<file path="config.mk">
export PLATFORM = sky130hd
export DESIGN_NAME = delta_spike_decoder_flat
export DESIGN_NICKNAME = d
export VERILOG_FILES = /design/src/rtl/delta_spike_decoder_pkg.sv /design/src/rtl/delta_spike_decoder_if.sv /design/src/rtl/delta_event_fifo.sv /design/src/rtl/delta_spike_decoder.sv /design/src/flat_wrapper.sv
export SDC_FILE = /design/constraint.sdc
export NUM_CORES = 1
export LEC_CHECK = 0
export CAP_MARGIN = 10
export CORE_ASPECT_RATIO = 0.7
export CORE_MARGIN = 1.5
export CORE_UTILIZATION = 23
export CTS_BUF_LIST = sky130_fd_sc_hd__clkbuf_8
export CTS_CLUSTER_SIZE = 25
export DETAILED_ROUTE_END_ITERATION = 8
export PLACE_DENSITY_LB_ADDON = 0.05
export SLEW_MARGIN = 10
export SYNTH_ARGS = -nofsm -noshare
export SYNTH_HDL_FRONTEND = slang
export SYNTH_HIERARCHICAL = 1
export SYNTH_SLANG_ARGS = --single-unit
</file>
<file path="constraint.sdc">
create_clock -name clk -period 2.95 [get_ports clk]
set_input_delay 0.59 -clock clk [delete_from_list [all_inputs] [get_ports clk]]
set_output_delay 0.59 -clock clk [all_outputs]
set_load 0.01 [all_outputs]
</file>
<file path="src/rtl/delta_spike_decoder_pkg.sv">
// Shared definitions for the delta spike decoder and its matching encoder:
// FSM states, event-kind encoding, default limits and the delta magnitude helper.
package delta_spike_decoder_pkg;

  localparam logic [7:0] DEFAULT_DELTA_THRESHOLD = 8'd10;
  localparam int         DEFAULT_STALE_LIMIT     = 255;

  typedef enum logic [1:0] {
    ST_UNSYNC = 2'd0,
    ST_SYNCED = 2'd1,
    ST_STALE  = 2'd2
  } state_t;

  typedef enum logic {
    KIND_DELTA = 1'b0,
    KIND_KEY   = 1'b1
  } kind_t;

  typedef struct packed {
    kind_t      kind;
    logic [7:0] data;
  } event_t;

  // Magnitude of a signed 8-bit delta as unsigned; -128 maps to 128.
  function automatic logic [7:0] delta_mag(input logic [7:0] d);
    return d[7] ? (~d + 8'd1) : d;
  endfunction

endpackage

</file>
<file path="src/rtl/delta_spike_decoder_if.sv">
// Event input stream and reconstructed-state output stream of the decoder.
interface delta_spike_decoder_if;
  logic       in_valid;
  logic       in_ready;
  logic       in_kind;
  logic [7:0] in_data;
  logic       out_valid;
  logic       out_ready;
  logic [7:0] out_state;

  modport master (
    output in_valid, in_kind, in_data, out_ready,
    input  in_ready, out_valid, out_state
  );

  modport slave (
    input  in_valid, in_kind, in_data, out_ready,
    output in_ready, out_valid, out_state
  );
endinterface

</file>
<file path="src/rtl/delta_event_fifo.sv">
// Small power-of-two event buffer; full/empty derive from the occupancy count only.
module delta_event_fifo
  import delta_spike_decoder_pkg::*;
#(
  parameter int DEPTH = 4
) (
  input  logic   clk,
  input  logic   rst,
  input  logic   push,
  input  event_t push_evt,
  input  logic   pop,
  output event_t pop_evt,
  output logic   full,
  output logic   empty
);

  localparam int AW = $clog2(DEPTH);

  event_t          mem [DEPTH];
  logic [AW-1:0]   wr_ptr;
  logic [AW-1:0]   rd_ptr;
  logic [AW:0]     count;
  logic            do_push;
  logic            do_pop;

  assign full    = (count == (AW+1)'(DEPTH));
  assign empty   = (count == '0);
  assign do_push = push && !full;
  assign do_pop  = pop && !empty;
  assign pop_evt = mem[rd_ptr];

  always_ff @(posedge clk) begin
    if (do_push) mem[wr_ptr] <= push_evt;
  end

  // Pointers wrap naturally because DEPTH is a power of two.
  always_ff @(posedge clk) begin
    if (rst) begin
      wr_ptr <= '0;
      rd_ptr <= '0;
      count  <= '0;
    end else begin
      if (do_push) wr_ptr <= wr_ptr + 1'b1;
      if (do_pop)  rd_ptr <= rd_ptr + 1'b1;
      case ({do_push, do_pop})
        2'b10:   count <= count + 1'b1;
        2'b01:   count <= count - 1'b1;
        default: count <= count;
      endcase
    end
  end

endmodule

</file>
<file path="src/rtl/delta_spike_decoder.sv">
// Rebuilds an 8-bit neuron state from keyframe/delta events, tracking sync,
// staleness and sticky threshold/saturation errors.
module delta_spike_decoder
  import delta_spike_decoder_pkg::*;
#(
  parameter logic [7:0] DELTA_THRESHOLD = DEFAULT_DELTA_THRESHOLD,
  parameter int         FIFO_DEPTH      = 4,
  parameter int         STALE_LIMIT     = DEFAULT_STALE_LIMIT
) (
  input  logic                  clk,
  input  logic                  rst,
  delta_spike_decoder_if.slave  bus,
  output logic                  synced,
  output logic                  stale,
  output logic                  err_thresh,
  output logic                  err_sat
);

  localparam int IDLE_W = $clog2(STALE_LIMIT + 1);

  state_t            state_q, state_d;
  logic [7:0]        value_q, value_d;
  logic              out_valid_q, out_valid_d;
  logic [IDLE_W-1:0] idle_q, idle_d;
  logic              err_thresh_d, err_sat_d;
  logic              fifo_full, fifo_empty, pop;
  event_t            push_evt, pop_evt;
  logic [8:0]        sum;
  logic [7:0]        mag;

  assign push_evt.kind = kind_t'(bus.in_kind);
  assign push_evt.data = bus.in_data;
  assign pop           = !fifo_empty && (!out_valid_q || bus.out_ready);

  delta_event_fifo #(.DEPTH(FIFO_DEPTH)) u_fifo (
    .clk      (clk),
    .rst      (rst),
    .push     (bus.in_valid),
    .push_evt (push_evt),
    .pop      (pop),
    .pop_evt  (pop_evt),
    .full     (fifo_full),
    .empty    (fifo_empty)
  );

  assign bus.in_ready  = !fifo_full;
  assign bus.out_valid = out_valid_q;
  assign bus.out_state = value_q;
  assign synced        = (state_q == ST_SYNCED);
  assign stale         = (state_q == ST_STALE);

  always_comb begin
    state_d      = state_q;
    value_d      = value_q;
    out_valid_d  = out_valid_q && !bus.out_ready;
    idle_d       = '0;
    err_thresh_d = err_thresh;
    err_sat_d    = err_sat;
    // Bit 8 of this 9-bit sum flags over/underflow; the delta sign says which.
    sum          = {1'b0, value_q} + {pop_evt.data[7], pop_evt.data};
    mag          = delta_mag(pop_evt.data);

    if (state_q == ST_SYNCED && !pop) begin
      idle_d = idle_q + 1'b1;
      if (idle_d == IDLE_W'(STALE_LIMIT)) state_d = ST_STALE;
    end

    if (pop) begin
      if (pop_evt.kind == KIND_KEY) begin
        state_d     = ST_SYNCED;
        value_d     = pop_evt.data;
        out_valid_d = 1'b1;
      end else if (state_q == ST_SYNCED && pop_evt.data != 8'd0) begin
        if (mag < DELTA_THRESHOLD) err_thresh_d = 1'b1;
        if (sum[8]) begin
          value_d   = pop_evt.data[7] ? 8'd0 : 8'd255;
          err_sat_d = 1'b1;
        end else begin
          value_d = sum[7:0];
        end
        out_valid_d = 1'b1;
      end
    end
  end

  always_ff @(posedge clk) begin
    if (rst) begin
      state_q     <= ST_UNSYNC;
      value_q     <= 8'd0;
      out_valid_q <= 1'b0;
      idle_q      <= '0;
      err_thresh  <= 1'b0;
      err_sat     <= 1'b0;
    end else begin
      state_q     <= state_d;
      value_q     <= value_d;
      out_valid_q <= out_valid_d;
      idle_q      <= idle_d;
      err_thresh  <= err_thresh_d;
      err_sat     <= err_sat_d;
    end
  end

endmodule
</file>
<file path="src/flat_wrapper.sv">
// flat-port wrapper written by rule: the top's interface ports become plain ports
module delta_spike_decoder_flat import delta_spike_decoder_pkg::*;
#(
  parameter logic [7:0] DELTA_THRESHOLD = DEFAULT_DELTA_THRESHOLD,
  parameter int         FIFO_DEPTH      = 4,
  parameter int         STALE_LIMIT     = DEFAULT_STALE_LIMIT
)
  (clk, rst, synced, stale, err_thresh, err_sat, bus_in_valid, bus_in_kind, bus_in_data, bus_out_ready, bus_in_ready, bus_out_valid, bus_out_state);
  delta_spike_decoder_if bus_i ();
  input  logic clk;
  input  logic rst;
  output logic synced;
  output logic stale;
  output logic err_thresh;
  output logic err_sat;
  input wire logic [$bits(bus_i.in_valid)-1:0] bus_in_valid;
  input wire logic [$bits(bus_i.in_kind)-1:0] bus_in_kind;
  input wire logic [$bits(bus_i.in_data)-1:0] bus_in_data;
  input wire logic [$bits(bus_i.out_ready)-1:0] bus_out_ready;
  output wire logic [$bits(bus_i.in_ready)-1:0] bus_in_ready;
  output wire logic [$bits(bus_i.out_valid)-1:0] bus_out_valid;
  output wire logic [$bits(bus_i.out_state)-1:0] bus_out_state;
  assign bus_i.in_valid = bus_in_valid;
  assign bus_i.in_kind = bus_in_kind;
  assign bus_i.in_data = bus_in_data;
  assign bus_i.out_ready = bus_out_ready;
  assign bus_in_ready = bus_i.in_ready;
  assign bus_out_valid = bus_i.out_valid;
  assign bus_out_state = bus_i.out_state;
  delta_spike_decoder #(.DELTA_THRESHOLD(DELTA_THRESHOLD), .FIFO_DEPTH(FIFO_DEPTH), .STALE_LIMIT(STALE_LIMIT)) u_core (.clk(clk), .rst(rst), .bus(bus_i), .synced(synced), .stale(stale), .err_thresh(err_thresh), .err_sat(err_sat));
endmodule
</file>
# Word-level counts from Yosys, hierarchy flattened
# Memories as Yosys holds them, arrays and structs flattened. A register that Yosys moved wholly into a read port is not among the register bits.
# Index checks and enable logic that the tools add are counted.
# totals
regBits	28
ramBits	36
inputBits	13
out_inout_bits	14
wordCells	64
memories	1
# mem_list
memory	depth	width	read_ports	rd_clocked_by_memory_dff	write_ports	line	rtl
u_core.u_fifo.mem	4	9	1	1	1	delta_event_fifo.sv:19	event_t mem [DEPTH];
# classes
n_addsub	7
order_cmp	1
eq_ne	6
muxes	17
bitwise	3
n_reduce_logical	20
# ops
operator	count
8-bit two-way mux	5
8-bit by 1-bit adder with 8-bit output (second input constant)	2
2-bit two-way mux	6
8-bit by 9-bit adder with 9-bit output	1
8-bit equality test (second input constant)	1
8-bit by 4-bit < comparator with 1-bit output (second input constant)	1
8-bit inverter	1
4-bit AND reduction	2
8-bit nonzero test	1
1-bit logical AND	6
3-bit case mux with 2 select lines	1
1-bit zero test	5
1-bit two-way mux	5
2-bit by 1-bit adder with 2-bit output (second input constant)	2
2-bit by 1-bit equality test with 1-bit output (second input constant)	2
2-bit equality test (second input constant)	2
2-bit nonzero test	2
3-bit by 1-bit adder with 3-bit output (second input constant)	1
3-bit equality test (second input constant)	1
3-bit zero test	1
3-bit by 1-bit subtractor with 3-bit output (second input constant)	1
1-bit inverter	2
2-bit AND reduction	1
2-bit OR reduction	1
1-bit logical OR	1

# Longest topological paths before layout
# Gate-level depths: netlist of the first run.
# depth
ltp_word	8
depth_mapped	10
depth_no_buf	10

# Modules after synthesis
# Netlist of the first run, hierarchy kept.
# by_module_without_submodules
mod	instances	cells_each	area_per_inst_um2
delta_event_fifo	1	101	1778.0
delta_spike_decoder	1	173	1470.2

# Worst setup path before layout of the first run
# OpenSTA, ideal clock, no wires.
# synth_path
path_kind	reg-to-reg
start	register (tool-made name)
end	register u_core.value_q[5] (netlist: u_core/bus.out_state[5])
setup_time_ns	0.130
arrival_time_ns	2.552
required_ns	2.820
setup_slack_ns	0.269
stages_incl_launch_ff	9
synth_period_minus_slack_ns	2.681
path_cell_list	dfxtp_1 > buf_2 > mux4_2 > ha_1 > a211oi_1 > nor4b_1 > a2111oi_0 > maj3_1 > a21oi_1
# synth_rtl
element	line	rtl
end signal, assigned	delta_spike_decoder.sv:96	value_q <= value_d;
end, declared	delta_spike_decoder.sv:22	logic [7:0] value_q, value_d;

==> load_flow_metrics.sql, run 1 <==
INSERT INTO impl_metrics (metric_group, metric, value, unit) VALUES
('status', 'run_status', 'completed', ''),
('setup_path', 'timing.critical_path.slowest_cell_delay', '0.44', 'ns'),
('global_routing', 'number_of_global_route_vias_before_repair', '2211', ''),
('global_routing', 'maximum_number_of_pins_on_one_net_before_global_route_repair', '16', ''),
('layout', 'finalNetCount', '353', ''),
('setup_path', 'setup.worst_path.end_class', 'register', ''),
('placement', 'gp_routability_congestion', '0.750', ''),
('placement', 'hpwl', '5940', 'um'),
('global_routing', 'grt_pass1_wl', '12400', 'um'),
('timing', 'finalCritPeriodShare', '94.3', '%'),
('yosys', 'syn_inst', '274', ''),
('clock_network', 'clock_insertion_delay_worst_skew', '0.34', 'ns'),
('floorplan', 'die_x', '145', 'um'),
('setup_path', 'path_cells', 'buf_12, mux4_2, inv_1, fa_1, nand2b_1, a21oi_2, a31oi_4, and3_1, a2111oi_2', ''),
('global_routing', 'antenna_found_initial', '0', ''),
('layout', 'area_growth', '26.0', '%'),
('timing', 'relSlewSlack', '62.2', '%'),
('detailed_routing', 'wl_per_cell', '15.2', 'um'),
('clock_network', 'cts_htree_levels', '3', ''),
('power', 'static-leakage-power', '1.39', 'nW'),
('timing', 'hold_viol_final', '0', ''),
('layout', 'layout.cells.non_filler', '517', ''),
('setup_path', 'crit_path_max_fo', '9', ''),
('clock_network', 'cts.root.buffer_cell', 'clkbuf_8', ''),
('yosys', 'netlist-cell-type-count', '57', ''),
('yosys', 'number_of_flops_mapped_to_enable_cells_by_yosys', '36', ''),
('timing', 'setup_viol_count_final', '0', ''),
('placement', 'port_buffers', '26', ''),
('yosys', 'compound_gate_fraction_of_synth_area', '12.2', '%'),
('yosys', 'mux_share_of_post_synthesis_cell_area', '6.55', '%'),
('yosys', 'synth_xor_xnor_area_share', '4.31', '%'),
('clock_network', 'num_cts_buffers', '9', ''),
('yosys', 'postSynthRegisterBits', '66', ''),
('detailed_routing', 'route.antenna.remaining_nets', '0', ''),
('floorplan', 'die_area', '14900', 'um^2'),
('clock_network', 'clock_tree.buffer_depth', '2', ''),
('flow_run', 'maxCapViolCount', '0', ''),
('detailed_routing', 'length_of_the_first_detailed_routing_pass_in_iterations', '4', ''),
('floorplan', 'fp.dieH', '102', 'um'),
('detailed_routing', 'num_vias', '2203', ''),
('setup_path', 'critical_path.startpoint_type', 'register', ''),
('detailed_routing', 'drcViolationCount', '0', ''),
('timing', 'worst_slack', '0.167', 'ns'),
('min_path', 'hold_class', 'reg2reg', ''),
('timing', 'final.hold.worst_slack', '0.457', 'ns'),
('detailed_routing', 'wirelength', '7840', 'um'),
('layout', 'finalInstanceArea', '4090', 'um^2'),
('clock_network', 'cts.sink_count', '66', ''),
('timing', 'final_max_slew_viol_count', '0', ''),
('yosys', 'synth-async-reset-ratio', '0', '%'),
('setup_path', 'critical_path_class', 'reg2reg', ''),
('floorplan', 'num_rows', '36', ''),
('clock_network', 'postCtsSetupBuffers', '0', ''),
('layout', 'layout_cell_share_with_drive_strength_beyond_1', '17.1', '%'),
('floorplan', 'core-area', '13900', 'um^2'),
('setup_path', 'cp_top_family', 'compound AO/OA/AOI/OAI gates', ''),
('yosys', 'synth_top_family_by_area', 'simple AND/OR/NAND/NOR gates', ''),
('power', 'total_power', '3.99', 'mW'),
('setup_path', 'cp_data_arrival_time', '3.03', 'ns'),
('layout', 'fillers', '1461', ''),
('floorplan', 'io_pins', '27', ''),
('yosys', 'ys_seq_area_share', '51.8', '%'),
('layout', 'antennaDiodeCount', '0', ''),
('placement', 'worst_slack_at_placement', '-0.00246', 'ns'),
('yosys', 'post_synth.cell_area_avg', '11.9', 'um^2'),
('placement', 'placed_cell_area', '3860', 'um^2'),
('detailed_routing', 'drt_first_iter_violations', '82', ''),
('setup_path', 'critical_path_buf_inv_count', '2', ''),
('detailed_routing', 'route.detailed.vias_per_inst', '4.26', ''),
('yosys', 'yosys_most_used_dff', 'edfxtp_1', ''),
('setup_path', 'cp.required', '3.20', 'ns');
==> layout make-up <==
cell class	instances	area [um^2]	share of cell area [%]
sequential	66	1680	41.2
multi-input combinational	181	1480	36.1
timing repair buffer	42	393	9.60
tap	190	238	5.81
clock buffer	9	124	3.03
clock inverter	7	93.8	2.29
inverter	22	82.6	2.02
==> tightest hold or removal path: cells and delay by family (launching register included) <==
kind / cells / cell delay [ns]
DFF: 1 / 0.32
AOI/OAI and AO/OA: 1 / 0.05
buffers and inverters: 1 / 0.05
==> report_power, final <==
group / internal (mW) / leakage, nW / total, mW / switching, mW
logic: 0.870 / 0.704 / 1.89 / 1.02
clock network: 0.474 / 0.107 / 0.843 / 0.369
registers: 1.12 / 0.576 / 1.25 / 0.128
total: 2.47 / 1.39 / 3.99 / 1.52
==> sequential cells by signal, summed over array words and instances, names as in the netlist, named ones only <==
name	cells
u_core/u_fifo/mem	36
u_core/bus.out_state	8
u_core/idle_q	8
u_core/u_fifo/count	3
u_core/state_q	2
u_core/u_fifo/rd_ptr	2
u_core/u_fifo/wr_ptr	2
u_core/bus.out_valid	1
u_core/err_sat	1
u_core/err_thresh	1
==> layout by cell type (no fill, tap or decap), types with 3 or more instances in the layout <==
cell / count
a21oi_1: 14
and2_1: 6
buf_4: 15
clkbuf_8: 9
clkdlybuf4s50_1: 26
dfxtp_1: 28
edfxtp_1: 36
ha_1: 16
inv_1: 21
maj3_1: 4
mux4_2: 9
nand2_1: 4
nand2b_1: 5
nand3_1: 5
nand3b_1: 3
nor2_1: 26
nor3_1: 3
o211ai_1: 8
o21a_1: 3
o21ai_0: 7
or3_1: 7
or4_1: 6
xnor2_1: 7
xor2_1: 9
==> cells by family (layout without fill, tap and decap cells) <==
kind of cell	Yosys count	after routing
simple gates	78	78
buf+inv	27	80
xor+xnor	16	16
fa+ha+maj	22	22
compound gates	55	55
mux	10	10
flops	66	66
==> cells in the mapped netlist, drive strengths merged, types with 2 or more instances <==
library cell	n	share of area (%)
clkbuf	3	0.35
a21boi	2	0.58
a211oi	2	0.46
a2111oi	2	0.73
inv	21	2.4
and2	6	1.2
a21oi	15	2.3
mux4	9	6.2
xnor2	7	1.9
dfxtp	30	18
nor3	4	0.77
nand2	4	0.46
nand3b	3	0.69
nor3b	2	0.62
nand2b	5	0.96
fa	2	1.2
o31ai	2	0.62
or3	7	1.3
maj3	4	1.2
and3	2	0.42
buf	2	0.27
edfxtp	36	33
o21a	3	0.69
nor2	28	3.4
a311oi	2	0.54
o21ai	9	1.4
nand3	5	0.77
xor2	9	2.4
or4	7	1.7
ha	16	6.2
o211ai	8	1.8
==> through the flow <==
stage	util (%)	TNS, ns
after global placement	27.8	0
after detailed placement	27.8	-0.00246
final	29.5	0
after CTS	29.4	0
after floorplan	-	0
after global routing	29.5	0
==> final timing paths <==
check	end	slack, ns	cells past startpoint
setup / recovery	u_core/bus.out_state[7]$_SDFFE_PP0P_	0.17	9
hold / removal	u_core/err_thresh$_SDFFE_PP0P_	0.46	2
setup reg to reg	u_core/bus.out_state[7]$_SDFFE_PP0P_	0.17	9
hold reg to reg	u_core/err_thresh$_SDFFE_PP0P_	0.46	2
==> timing repair <==
action | CTS | global route
gates resized for setup | 1 | 5
setup endpoints to repair | 2 | 5
hold buffers | 0 | 0
cloned | 0 | 0
==> layer usage <==
| layer | GRT usage [%] | part of all wire (%) | up-vias |
|---|---|---|---|
| met4 | 4.28 | 1.1 | 0 |
| met3 | 3.13 | 2.9 | 8 |
| met5 | 0 | 0 | - |
| li1 | - | - | 1115 |
| met1 | 15.8 | 53 | 1054 |
| met2 | 17.1 | 43 | 26 |
Note: power is estimated with default switching activity, not from simulation.
==> run 2, diff against run 1 <==
==> constraint.sdc (replaced) <==
create_clock -name clk -period 3.55 [get_ports clk]
set_input_delay 0.71 -clock clk [delete_from_list [all_inputs] [get_ports clk]]
set_output_delay 0.71 -clock clk [all_outputs]
set_load 0.01 [all_outputs]
==> run 2 against run 1 <==
Effect of this change: worst hold slack worse by 0.0075 ns; sequential cell count stayed put; first-iteration DRC count is 41% higher; sequential share of layout area is 0.53 points higher; cell count is 1.7% lower; via count is 1.1% lower; combinational power is 22% lower; clock skew is 0.0052 ns higher.
==> load_flow_metrics.sql, run 2 (synthesized netlist as in run 1, its figures left out) <==
INSERT INTO impl_metrics (metric_group, metric, value, unit) VALUES
('setup_path', 'crit_path_max_fo', '6', ''),
('timing', 'achievable-frequency', '313', 'MHz'),
('global_routing', 'maximum_number_of_pins_on_one_net_before_global_route_repair', '17', ''),
('layout', 'layout_cell_share_with_drive_strength_beyond_1', '13.2', '%'),
('detailed_routing', 'length_of_the_first_detailed_routing_pass_in_iterations', '4', ''),
('global_routing', 'grt_pass1_wl', '12800', 'um'),
('clock_network', 'cts_resized', '0', ''),
('detailed_routing', 'wirelength', '7930', 'um'),
('timing', 'relSlewSlack', '55.5', '%'),
('timing', 'setup-tns-final', '0', 'ns'),
('layout', 'fillers', '1454', ''),
('setup_path', 'critical_path.startpoint_type', 'register', ''),
('clock_network', 'postCtsSetupBuffers', '0', ''),
('clock_network', 'tritoncts', 'done', ''),
('timing', 'finalCritPeriodShare', '90.1', '%'),
('global_routing', 'globalRouteTotalUtil', '11.7', '%'),
('placement', 'placed_cell_area', '3780', 'um^2'),
('layout', 'mostFrequentLayoutCell', 'edfxtp_1', ''),
('setup_path', 'path_cells', 'mux4_2, ha_1, o21ai_0, nor4b_1, a2111oi_0, maj3_1, a21oi_1', ''),
('placement', 'hpwl', '5780', 'um'),
('power', 'static-leakage-power', '1.36', 'nW'),
('clock_network', 'post_cts_hold_buffer_count', '0', ''),
('setup_path', 'cp_data_arrival_time', '3.41', 'ns'),
('clock_network', 'num_cts_buffers', '9', ''),
('timing', 'hold_viol_final', '0', ''),
('detailed_routing', 'drcViolationCount', '0', ''),
('detailed_routing', 'wl_per_cell', '15.6', 'um'),
('power', 'pwr_dens', '829', 'nW/um^2'),
('global_routing', 'antenna_found_initial', '0', ''),
('detailed_routing', 'route.detailed.vias_per_inst', '4.29', ''),
('layout', 'max_flop_register', 'u_core/u_fifo/mem', ''),
('placement', 'port_buffers', '26', ''),
('placement', 'gp_routability_congestion', '0.692', ''),
('flow_run', 'maxCapViolCount', '0', ''),
('setup_path', 'slowest_stage', 'mux4_2', ''),
('timing', 'grt_setup_unrepaired', 'no', ''),
('clock_network', 'cts.root.buffer_cell', 'clkbuf_8', ''),
('floorplan', 'die_x', '145', 'um'),
('floorplan', 'num_rows', '36', ''),
('floorplan', 'effective_utilization_at_floorplan', '23.4', '%'),
('setup_path', 'setup.worst_path.end_class', 'register', ''),
('timing', 'max_slew.worst_pin.slew', '0.650', 'ns'),
('global_routing', 'grt.overflow.total', '0', ''),
('setup_path', 'timing.critical_path.slowest_cell_delay', '0.66', 'ns'),
('timing', 'final_period_demand_of_the_worst_path', '3.20', 'ns'),
('clock_network', 'clock_insertion_delay_worst_skew', '0.35', 'ns'),
('min_path', 'hold_class', 'reg2reg', ''),
('clock_network', 'path_clk_slew', '0.07', 'ns'),
('detailed_routing', 'drt_first_iter_violations', '116', ''),
('layout', 'most-common-layout-cells', 'edfxtp_1 (36), dfxtp_1 (30), clkdlybuf4s50_1 (26), nor2_1 (26), inv_1 (21)', ''),
('layout', 'finalInstanceArea', '4030', 'um^2'),
('timing', 'setup_viol_count_final', '0', ''),
('floorplan', 'io_pins', '27', ''),
('floorplan', 'fp.dieH', '102', 'um'),
('layout', 'largest_register_ffs', '36', ''),
('detailed_routing', 'route.antenna.remaining_nets', '0', ''),
('power', 'power.ir.vdd_worst', '214', 'uV'),
('layout', 'finalNetCount', '344', ''),
('layout', 'area_growth', '24.2', '%'),
('setup_path', 'critical_path_class', 'reg2reg', ''),
('floorplan', 'core-area', '13900', 'um^2'),
('clock_network', 'cts.sink_count', '66', ''),
('floorplan', 'die_area', '14900', 'um^2'),
('clock_network', 'cts_htree_levels', '3', ''),
('detailed_routing', 'num_vias', '2178', ''),
('global_routing', 'number_of_global_route_vias_before_repair', '2229', ''),
('clock_network', 'clock_tree.buffer_depth', '2', ''),
('setup_path', 'cp.required', '3.76', 'ns'),
('timing', 'timing.clock.skew', '0.00984', 'ns'),
('timing', 'final_max_slew_viol_count', '0', ''),
('status', 'run_status', 'completed', ''),
('layout', 'antennaDiodeCount', '0', '');
==> run 2: stage by stage <==
stage	hold slack, ns	worst slack (ns)	util (%)	power [mW]	instances
after floorplan	0.441	0.869	-	2.03	274
after global placement	0.444	0.378	27.2	2.56	492
after detailed placement	0.444	0.340	27.2	2.54	492
after CTS	0.457	0.340	29.1	3.39	508
after global routing	0.480	0.00843	29.1	3.61	508
final	0.449	0.353	29.1	3.34	508
==> run 2: final timing paths <==
check / start / endpoint / slack (ns) / cells after the start
hold reg to reg: u_core/err_thresh$_SDFFE_PP0P_ / u_core/err_thresh$_SDFFE_PP0P_ / 0.45 / 2
setup reg to reg: register / u_core/bus.out_state[5]$_SDFFE_PP0P_ / 0.35 / 7
hold / removal: u_core/err_thresh$_SDFFE_PP0P_ / u_core/err_thresh$_SDFFE_PP0P_ / 0.45 / 2
setup / recovery: register / u_core/bus.out_state[5]$_SDFFE_PP0P_ / 0.35 / 7
==> run 2: layout make-up <==
type / instances / area (um^2) / share of cell area [%]
well taps: 190 / 238 / 5.89
inverters: 22 / 82.6 / 2.05
repair buffers: 33 / 313 / 7.75
flip-flops and latches: 66 / 1680 / 41.7
multi-input cells: 181 / 1460 / 36.3
clock inverters: 7 / 131 / 3.26
clock buffers: 9 / 124 / 3.07
==> run 2: routing by layer <==
layer | global-route usage [%] | wire (um)
met1 | 16.6 | 4170
met2 | 17.2 | 3350
met3 | 3.48 | 309
met5 | 0 | 0
met4 | 3.33 | 91
==> run 2: worst max-delay path: cells and delay by family, from the launching register on <==
family | cells | cell delay, ns
flip-flops | 1 | 0.55
AND/OR/NAND/NOR | 1 | 0.10
AO/OA/AOI/OAI | 3 | 1.09
adder cells (fa/ha/maj) | 2 | 0.67
multiplexers | 1 | 0.66
==> run 2: power by group <==
group	total [mW]	switching (mW)	internal [mW]
clock network	0.825	0.294	0.531
logic	1.47	0.822	0.647
registers	1.05	0.118	0.932
total	3.34	1.23	2.11
==> run 3, diff against run 2 <==
==> constraint.sdc (replaced) <==
create_clock -name clk -period 3.55 [get_ports clk]
set_input_delay 0.355 -clock clk [delete_from_list [all_inputs] [get_ports clk]]
set_output_delay 0.355 -clock clk [all_outputs]
set_load 0.01 [all_outputs]
==> run 3 against run 2 <==
Effect of this change: cell count stayed put; wire length is 0.24% higher; non-clock buffer count stayed put; highest routed layer unchanged.
==> load_flow_metrics.sql, run 3 (synthesized netlist as in run 1, its figures left out) <==
INSERT INTO impl_metrics (metric_group, metric, value, unit) VALUES
('placement', 'worst_slack_at_placement', '0.391', 'ns'),
('layout', 'layout_cell_share_with_drive_strength_beyond_1', '14.2', '%'),
('layout', 'antennaDiodeCount', '0', ''),
('power', 'power.ir.vdd_worst', '224', 'uV'),
('clock_network', 'cts_resized', '0', ''),
('layout', 'largest_register_ffs', '36', ''),
('power', 'static-leakage-power', '1.35', 'nW'),
('setup_path', 'critical_path.startpoint_type', 'register', ''),
('setup_path', 'cp_top_family', 'compound AO/OA/AOI/OAI gates', ''),
('clock_network', 'path_clk_slew', '0.08', 'ns'),
('detailed_routing', 'drcViolationCount', '0', ''),
('detailed_routing', 'wl_per_cell', '15.6', 'um'),
('layout', 'mostFrequentLayoutCell', 'edfxtp_1', ''),
('floorplan', 'io_pins', '27', ''),
('timing', 'setup-tns-final', '0', 'ns'),
('timing', 'grt_setup_unrepaired', 'no', ''),
('min_path', 'min_path_cells', '2', ''),
('setup_path', 'rr_worst_depth', '7', ''),
('setup_path', 'critical_path_class', 'reg2reg', ''),
('setup_path', 'cp_data_arrival_time', '3.32', 'ns'),
('detailed_routing', 'length_of_the_first_detailed_routing_pass_in_iterations', '4', ''),
('clock_network', 'clock_insertion_delay_worst_skew', '0.35', 'ns'),
('clock_network', 'post_cts_hold_buffer_count', '0', ''),
('timing', 'final.hold.worst_slack', '0.464', 'ns'),
('global_routing', 'grt.overflow.total', '0', ''),
('floorplan', 'effective_utilization_at_floorplan', '23.4', '%'),
('timing', 'worst_slack', '0.453', 'ns'),
('detailed_routing', 'route.antenna.remaining_nets', '0', ''),
('placement', 'place.detailed.instances', '492', ''),
('setup_path', 'cp.required', '3.78', 'ns'),
('detailed_routing', 'drt_first_iter_violations', '114', ''),
('clock_network', 'cts_htree_levels', '3', ''),
('layout', 'most-common-layout-cells', 'edfxtp_1 (36), dfxtp_1 (30), clkdlybuf4s50_1 (26), nor2_1 (26), inv_1 (21)', ''),
('timing', 'relSlewSlack', '53.0', '%'),
('timing', 'max_slew.worst_pin.slew', '0.701', 'ns'),
('setup_path', 'timing.critical_path.slowest_cell_delay', '0.66', 'ns'),
('flow_run', 'maxCapViolCount', '0', ''),
('setup_path', 'slowest_stage', 'mux4_2', ''),
('global_routing', 'antenna_found_initial', '0', ''),
('clock_network', 'tritoncts', 'done', ''),
('global_routing', 'maximum_number_of_pins_on_one_net_before_global_route_repair', '17', ''),
('timing', 'finalCritPeriodShare', '87.2', '%'),
('placement', 'port_buffers', '26', ''),
('layout', 'finalInstanceArea', '4020', 'um^2'),
('layout', 'finalNetCount', '344', ''),
('global_routing', 'number_of_global_route_vias_before_repair', '2228', ''),
('power', 'total_power', '3.31', 'mW'),
('layout', 'area_growth', '23.8', '%'),
('detailed_routing', 'route.detailed.vias_per_inst', '4.25', ''),
('setup_path', 'critical_path_cell_count', '7', ''),
('placement', 'placed_cell_area', '3780', 'um^2'),
('setup_path', 'critical_path_buf_inv_count', '0', ''),
('clock_network', 'postCtsSetupBuffers', '0', ''),
('layout', 'max_flop_register', 'u_core/u_fifo/mem', ''),
('clock_network', 'clock_tree.buffer_depth', '2', ''),
('timing', 'final_period_demand_of_the_worst_path', '3.10', 'ns'),
('setup_path', 'setup.worst_path.end_class', 'register', ''),
('status', 'run_status', 'completed', ''),
('floorplan', 'num_rows', '36', ''),
('timing', 'hold_viol_final', '0', ''),
('layout', 'final_core_utilization', '29.0', '%'),
('timing', 'achievable-frequency', '323', 'MHz'),
('clock_network', 'cts.sink_count', '66', ''),
('clock_network', 'num_cts_buffers', '9', ''),
('floorplan', 'die_area', '14900', 'um^2'),
('floorplan', 'core-area', '13900', 'um^2'),
('layout', 'layout.cells.non_filler', '508', ''),
('floorplan', 'fp.dieH', '102', 'um'),
('setup_path', 'path_cells', 'mux4_2, ha_1, o21ai_0, nor4b_1, a2111oi_0, maj3_1, a21oi_1', ''),
('timing', 'timing.clock.skew', '0.0128', 'ns'),
('timing', 'setup_viol_count_final', '0', ''),
('global_routing', 'grt_pass1_wl', '12800', 'um'),
('clock_network', 'cts.root.buffer_cell', 'clkbuf_8', ''),
('power', 'pwr_dens', '822', 'nW/um^2'),
('floorplan', 'die_x', '145', 'um'),
('global_routing', 'globalRouteTotalUtil', '11.6', '%'),
('detailed_routing', 'wirelength', '7940', 'um'),
('timing', 'final_max_slew_viol_count', '0', ''),
('min_path', 'hold_class', 'reg2reg', ''),
('detailed_routing', 'num_vias', '2160', ''),
('placement', 'gp_routability_congestion', '0.699', ''),
('setup_path', 'crit_path_max_fo', '6', ''),
('placement', 'hpwl', '5800', 'um');
==> run 3: cell types whose count changed in the layout (fill, tap and decap cells not counted), sizes merged <==
cell,delta
bufinv,-1
clkinv,+1
==> run 3: worst min-delay path, cell delays in order (launching register included) <==
cell and delay (ns):
dfxtp_1 0.32, inv_1 0.05, a21oi_1 0.05
==> run 3: metal layers <==
metal	wire length (um)	track usage, %	vias to the layer above
met5	0	0	-
met4	68	3.73	0
met3	275	3.26	8
met2	3310	17.1	32
met1	4290	16.4	1021
li1	-	-	1099
==> run 3: path summary, 6_finish.rpt <==
check	startpoint	to	slack, ns
worst max-delay path	register	u_core/bus.out_state[5]$_SDFFE_PP0P_	0.45
worst min-delay path	u_core/err_thresh$_SDFFE_PP0P_	u_core/err_thresh$_SDFFE_PP0P_	0.46
worst max register to register	register	u_core/bus.out_state[5]$_SDFFE_PP0P_	0.45
worst min register to register	u_core/err_thresh$_SDFFE_PP0P_	u_core/err_thresh$_SDFFE_PP0P_	0.46
==> run 3: final cells by class <==
class	instances	area [um^2]
Clock buffer	9	124
Clock inverter	7	118
Fill cell	1476	9850
Inverter	22	82.6
Multi-Input combinational cell	181	1460
Sequential cell	66	1680
Tap cell	190	238
Timing Repair Buffer	33	313
==> run 3: report_power, final <==
group | internal [mW] | total [mW] | leakage (nW) | switching [mW]
sequential | 0.932 | 1.05 | 0.575 | 0.116
combinational | 0.651 | 1.48 | 0.654 | 0.829
clock | 0.466 | 0.777 | 0.123 | 0.311
total | 2.05 | 3.31 | 1.35 | 1.26
